<file path="src/rtl/vga_sync_receiver.sv">
// vga_sync_receiver: recovers pixel coordinates and lock from an incoming VGA-timed stream.
// Optional frame checksum is compiled in with VGA_RX_CHECKSUM_EN.
module vga_sync_receiver #(
  parameter int H_ACTIVE = 640,
  parameter int H_SYNC   = 96,
  parameter int H_BP     = 48,
  parameter int H_TOTAL  = 800,
  parameter int V_SYNC   = 2,
  parameter int V_BP     = 33,
  parameter int V_ACTIVE = 480,
  parameter int V_TOTAL  = 525,
  parameter bit SYNC_POL = 1'b0
) (
  input  logic        clk_25,
  input  logic        reset,
  input  logic        h_sync,
  input  logic        v_sync,
  input  logic [3:0]  red_in,
  input  logic [3:0]  green_in,
  input  logic [3:0]  blue_in,
  output logic [9:0]  pxl_x,
  output logic [9:0]  pxl_y,
  output logic        pxl_valid,
  output logic [3:0]  red_out,
  output logic [3:0]  green_out,
  output logic [3:0]  blue_out,
  output logic        frame_start,
  output logic        locked,
  output logic        sync_err,
  output logic [15:0] frame_sum,
  output logic        sum_valid
);
  typedef enum logic [1:0] {SEARCH, ACQUIRE, LOCKED} state_t;
  localparam logic [9:0]  HX0 = 10'(H_SYNC + H_BP);
  localparam logic [9:0]  HX1 = 10'(H_SYNC + H_BP + H_ACTIVE);
  localparam logic [9:0]  VY0 = 10'(V_SYNC + V_BP);
  localparam logic [9:0]  VY1 = 10'(V_SYNC + V_BP + V_ACTIVE);
  localparam logic [10:0] HT  = 11'(H_TOTAL);
  localparam logic [10:0] VT  = 11'(V_TOTAL);
  logic        hs_q, hs_prev_q, vs_q, vs_prev_q;
  logic [11:0] rgb_q;
  logic [9:0]  hcnt_q, hcnt_d, vcnt_q, vcnt_d, x_d, y_d;
  logic        armed_q, armed_d, bad_q, bad_d;
  logic        h_edge, v_edge, frame_ev, viol, valid_d;
  state_t      state_q, state_d;
  // Stage 1: capture syncs as "asserted" flags so the polarity never leaks further in.
  always_ff @(posedge clk_25) begin
    if (reset) begin
      hs_q      <= 1'b0;
      hs_prev_q <= 1'b0;
      vs_q      <= 1'b0;
      vs_prev_q <= 1'b0;
      rgb_q     <= '0;
    end else begin
      hs_q      <= h_sync == SYNC_POL;
      hs_prev_q <= hs_q;
      vs_q      <= v_sync == SYNC_POL;
      vs_prev_q <= vs_q;
      rgb_q     <= {red_in, green_in, blue_in};
    end
  end
  always_comb begin
    h_edge   = hs_q & ~hs_prev_q;
    v_edge   = vs_q & ~vs_prev_q;
    frame_ev = h_edge & (armed_q | v_edge);
    armed_d  = ~frame_ev & (armed_q | v_edge);
    hcnt_d   = h_edge ? 10'd0 : (hcnt_q == 10'h3FF) ? hcnt_q : hcnt_q + 10'd1;
    vcnt_d   = frame_ev ? 10'd0 : (h_edge && vcnt_q != 10'h3FF) ? vcnt_q + 10'd1 : vcnt_q;
    viol     = (h_edge && {1'b0, hcnt_q} + 11'd1 != HT) ||
               (frame_ev && {1'b0, vcnt_q} + 11'd1 != VT) ||
               hcnt_d == 10'h3FF || vcnt_d == 10'h3FF;
  end
  always_ff @(posedge clk_25) begin
    if (reset) begin
      state_q <= SEARCH;
      hcnt_q  <= '0;
      vcnt_q  <= '0;
      armed_q <= 1'b0;
      bad_q   <= 1'b0;
    end else begin
      state_q <= state_d;
      hcnt_q  <= hcnt_d;
      vcnt_q  <= vcnt_d;
      armed_q <= armed_d;
      bad_q   <= bad_d;
    end
  end
  always_comb begin
    state_d = state_q;
    bad_d   = bad_q;
    unique case (state_q)
      SEARCH: if (frame_ev) begin
        state_d = ACQUIRE;
        bad_d   = 1'b0;
      end
      ACQUIRE: if (frame_ev) begin
        state_d = (bad_q | viol) ? ACQUIRE : LOCKED;
        bad_d   = 1'b0;
      end else bad_d = bad_q | viol;
      LOCKED: if (viol) state_d = SEARCH;
      default: state_d = SEARCH;
    endcase
  end
  always_comb begin
    valid_d = state_d == LOCKED && hcnt_d >= HX0 && hcnt_d < HX1 && vcnt_d >= VY0 && vcnt_d < VY1;
    x_d     = valid_d ? hcnt_d - HX0 : 10'd0;
    y_d     = valid_d ? vcnt_d - VY0 : 10'd0;
  end
  always_ff @(posedge clk_25) begin
    if (reset) begin
      pxl_valid   <= 1'b0;
      pxl_x       <= '0;
      pxl_y       <= '0;
      red_out     <= '0;
      green_out   <= '0;
      blue_out    <= '0;
      frame_start <= 1'b0;
      locked      <= 1'b0;
      sync_err    <= 1'b0;
    end else begin
      pxl_valid   <= valid_d;
      pxl_x       <= x_d;
      pxl_y       <= y_d;
      {red_out, green_out, blue_out} <= valid_d ? rgb_q : 12'h0;
      frame_start <= valid_d && x_d == 10'd0 && y_d == 10'd0;
      locked      <= state_d == LOCKED;
      sync_err    <= state_q == LOCKED && viol;
    end
  end
`ifdef VGA_RX_CHECKSUM_EN
  logic [15:0] acc_q, acc_d;
  logic        sum_ev;
  always_comb begin
    sum_ev = frame_ev && state_q == LOCKED && state_d == LOCKED;
    acc_d  = (state_d != LOCKED || frame_ev) ? 16'h0 : acc_q + (valid_d ? {4'h0, rgb_q} : 16'h0);
  end
  always_ff @(posedge clk_25) begin
    if (reset) begin
      acc_q     <= '0;
      frame_sum <= '0;
      sum_valid <= 1'b0;
    end else begin
      acc_q     <= acc_d;
      sum_valid <= sum_ev;
      if (sum_ev) frame_sum <= acc_q;
    end
  end
`else
  assign frame_sum = 16'h0;
  assign sum_valid = 1'b0;
`endif
endmodule

</file>
<file path="config.mk">
export PLATFORM = sky130hd
export DESIGN_NAME = vga_sync_receiver
export DESIGN_NICKNAME = d
export VERILOG_FILES = /design/src/rtl/vga_sync_receiver.sv
export SDC_FILE = /design/constraint.sdc
export NUM_CORES = 1
export LEC_CHECK = 0
export CAP_MARGIN = 20
export CORE_MARGIN = 2
export CORE_UTILIZATION = 50
export CTS_BUF_LIST = sky130_fd_sc_hd__clkbuf_2 sky130_fd_sc_hd__clkbuf_4 sky130_fd_sc_hd__clkbuf_8
export CTS_CLUSTER_SIZE = 20
export DETAILED_ROUTE_END_ITERATION = 8
export DONT_BUFFER_PORTS = 1
export SKIP_LAST_GASP = 1
export SYNTH_ARGS = -nofsm -noshare
export SYNTH_HDL_FRONTEND = slang
export SYNTH_SLANG_ARGS = --single-unit
</file>
<file path="constraint.sdc">
create_clock -name clk_25 -period 4.5 [get_ports clk_25]
set_input_delay 0.675 -clock clk_25 [delete_from_list [all_inputs] [get_ports clk_25]]
set_output_delay 0.675 -clock clk_25 [all_outputs]
set_load 0.1 [all_outputs]
</file>
==> insert_results.sql <==
INSERT INTO impl_metrics (metric_group, metric, value, unit) VALUES
('power', 'power.density', '349', 'nW/µm²'),
('synthesis', 'synthesis.instances', '404', ''),
('sta', 'max_clock_freq', '254', 'MHz'),
('synthesis', 'ys_seq_elements', '76', ''),
('clock_network', 'clk_sink_count', '76', ''),
('sta', 'final_hold_viol_count', '0', ''),
('clock_network', 'cts_htree_levels', '3', ''),
('worst_hold_path', 'hold_path.class', 'input pin to register', ''),
('final_layout', 'layout.area.seq', '1520', 'µm²'),
('synthesis', 'synthArstFlopShare', '0', '%'),
('critical_path', 'cp_data_arrival_time', '4160', 'ps'),
('sta', 'max_slew_margin', '35.8', '%'),
('synthesis', 'synthesis.area', '3540', 'µm²'),
('clock_network', 'cts_tree', 'yes', ''),
('critical_path', 'critical_path.slowest_cell', 'sky130_fd_sc_hd__or4_4', ''),
('critical_path', 'critical_path.max_stage_delay', '530', 'ps'),
('clock_network', 'postCtsHoldBufs', '0', ''),
('sta', 'fin_worst_skew', '10.6', 'ps'),
('synthesis', 'synth_warnings', '0', ''),
('critical_path', 'criticalPathCategory', 'register to register', ''),
('die', 'die_h', '88.1', 'µm'),
('drt', 'drc', '0', ''),
('drt', 'detail_route.wl_per_cell', '15.9', 'µm'),
('die', 'die_width', '88.1', 'µm'),
('grt', 'antenna_violations_before_repair', '0', ''),
('final_layout', 'num_antenna_cells', '0', ''),
('sta', 'totalNegativeSetupSlack', '0', 'ps'),
('synthesis', 'synthDominantAreaCellType', 'sky130_fd_sc_hd__dfxtp_1', ''),
('job', 'cap_violations', '0', ''),
('critical_path', 'crit_path_max_fanout', '12', ''),
('placement', 'port_buffers', '0', ''),
('clock_network', 'cts_root_buf', 'sky130_fd_sc_hd__clkbuf_8', ''),
('clock_network', 'cts_resized', '0', ''),
('sta', 'whs', '387', 'ps'),
('drt', 'detailroute.via_count', '2763', ''),
('critical_path', 'critical_path.cell_chain', 'ha_1, inv_1, nor3_1, a31o_2, a21o_1, ha_1, inv_1, or4_1, or4_4, and3_4, nand3_1, buf_4, nor2_1', ''),
('power', 'report.power.total', '1290', 'µW'),
('die', 'core-area', '6830', 'µm²'),
('sta', 'timing.final.crit_share', '87.3', '%'),
('synthesis', 'synth_edf_count', '0', ''),
('synthesis', 'synth_top_area_share', '43.0', '%'),
('sta', 'final-max-slew-violation-count', '0', ''),
('critical_path', 'data_required_time_of_the_critical_path', '4730', 'ps'),
('synthesis', 'yosys-top-cells-area', 'sky130_fd_sc_hd__dfxtp_1 (43%), sky130_fd_sc_hd__nor2_1 (4.9%), sky130_fd_sc_hd__buf_4 (4.0%), sky130_fd_sc_hd__and3_1 (3.5%), sky130_fd_sc_hd__nor2b_1 (3.4%)', ''),
('sta', 'grt_setup_unrepaired', 'no', ''),
('die', 'floorplan.initialDensity', '51.8', '%'),
('grt', 'wire_length_of_the_first_global_routing_pass', '12500', 'µm'),
('final_layout', 'nets', '419', ''),
('placement', 'dp_cells', '481', ''),
('sta', 'timing.final.setup_violations', '0', ''),
('synthesis', 'synth_ff_type', 'sky130_fd_sc_hd__dfxtp_1', ''),
('critical_path', 'worst_setup_path_start_kind', 'register', ''),
('final_layout', 'fill_cells', '654', ''),
('drt', 'routed_via_density', '5.56', ''),
('power', 'power.ir.vdd_worst', '0.181', 'mV'),
('clock_network', 'clk-insertion-delay-late', '350', 'ps'),
('drt', 'drt-initial-drc-count', '159', ''),
('drt', 'wl', '7880', 'µm'),
('grt', 'grt.total_usage', '20.9', '%'),
('clock_network', 'cts.repair_timing.setup_buffer_count', '0', ''),
('power', 'leakagePower', '0.00147', 'µW'),
('final_layout', 'layout-area-overhead-vs-synth', '4.88', '%'),
('final_layout', 'multi_input_area', '1790', 'µm²'),
('die', 'ioPinCount', '69', ''),
('sta', 'tightestPinTransition', '962', 'ps'),
('outcome', 'status', 'complete, no violations', ''),
('critical_path', 'crit_path_end_kind', 'register', ''),
('die', 'fp.dieArea', '7770', 'µm²'),
('final_layout', 'layout-drive-gt1-share', '7.73', '%'),
('final_layout', 'finalNonFillerCells', '497', ''),
('synthesis', 'postSynthAreaPerCell', '8.76', 'µm²');
==> final timing paths <==
path                                           start                       to  slack, ps  cells past startpoint
worst max-delay path            vcnt_q[0]$_SDFF_PP0_      pxl_y[3]$_SDFF_PP0_        570                     13
worst min-delay path                           reset      rgb_q[6]$_SDFF_PP0_        390                      1
worst max register to register  vcnt_q[0]$_SDFF_PP0_      pxl_y[3]$_SDFF_PP0_        570                     13
worst min register to register   rgb_q[4]$_SDFF_PP0_  green_out[0]$_SDFF_PP0_        460                      1
==> per-layer routing <==
layer	vias up	track usage (%)	part of all wire (%)
met5	-	0	0
met4	0	6.20	1.2
met3	10	4.62	4.9
met2	75	34.6	48
met1	1301	27.5	46
li1	1377	-	-
==> logic make-up (layout without fill, tap and decap cells) <==
kind of cell,count (synthesis),count (layout),share of synthesized area (%)
buf+inv,52,33,8.03
fa+ha+maj,7,7,2.48
other cells,1,17,0.106
xor+xnor,15,15,3.71
mux,3,3,0.849
compound gates,69,69,14.3
flops,76,76,43.0
simple gates,181,181,27.6
==> final cells by class <==
type	instances	area share, %
clock inverters	7	1.89
repair buffers	5	1.01
clock buffers	9	3.34
well taps	96	3.24
multi-input cells	292	48.3
flip-flops and latches	76	41.0
inverters	12	1.21
==> through the flow <==
stage          setup slack [ps]  cell area, µm²  util (%)
4_1_cts                     576            3710      54.3
3_3_place_gp                690            3520      51.5
2_1_floorplan              1140            3600         -
6_report                    570            3710      54.3
3_5_place_dp                597            3520      51.5
5_1_grt                     265            3710      54.3
==> synth_stat cells (all sizes together) (2+ instances only) <==
master,n
a211oi,4
a21o,5
a21oi,14
a31oi,6
a41o,4
a41oi,2
and2,6
and3,21
and4,3
and4b,2
buf,30
clkbuf,10
dfxtp,76
ha,7
inv,12
mux2i,3
nand2,19
nand2b,6
nand3,16
nand4,10
nor2,46
nor2b,19
nor3,13
nor3b,5
nor4,3
o2111ai,2
o211ai,4
o21a,2
o21ai,7
o22ai,3
o311ai,2
o31ai,4
or2,3
or3,4
or4,2
xnor2,10
xor2,5
==> sequential cells by signal, summed over array words and instances, names as in the netlist, 2 cells and up <==
| name | count |
|---|---|
| blue_out | 4 |
| green_out | 4 |
| hcnt_q | 10 |
| pxl_x | 10 |
| pxl_y | 10 |
| red_out | 4 |
| rgb_q | 12 |
| state_q | 2 |
| vcnt_q | 10 |
==> power breakdown <==
part           switching (µW)  internal, µW
registers                7.56           683
clock network             281           214
logic                    89.7          19.2
total                     378           916
==> critical path, delay by kind of cell, from the launching register on <==
| kind | cells | cell delay, ps |
|---|---|---|
| adders and majority gates | 2 | 560 |
| AOI/OAI and AO/OA | 2 | 370 |
| buffers and inverters | 3 | 470 |
| DFF | 1 | 460 |
| and+or+nand+nor | 6 | 1960 |
==> cells in the final DEF (no fill, tap or decap), drive strengths merged, types with 3 or more instances in the layout <==
cell type,netlist,routed
a211oi,4,4
a21o,5,5
a21oi,14,14
a31oi,6,6
a41o,4,4
and2,6,6
and3,21,21
and4,3,3
buf,30,5
clkbuf,10,9
clkinv,0,3
conb,1,17
dfxtp,76,76
ha,7,7
inv,12,15
mux2i,3,3
nand2,19,19
nand2b,6,6
nand3,16,16
nand4,10,10
nor2,46,46
nor2b,19,19
nor3,13,13
nor3b,5,5
nor4,3,3
o211ai,4,4
o21ai,7,7
o22ai,3,3
o31ai,4,4
or2,3,3
or3,4,4
xnor2,10,10
xor2,5,5
Note: power is estimated with default switching activity, not from simulation.
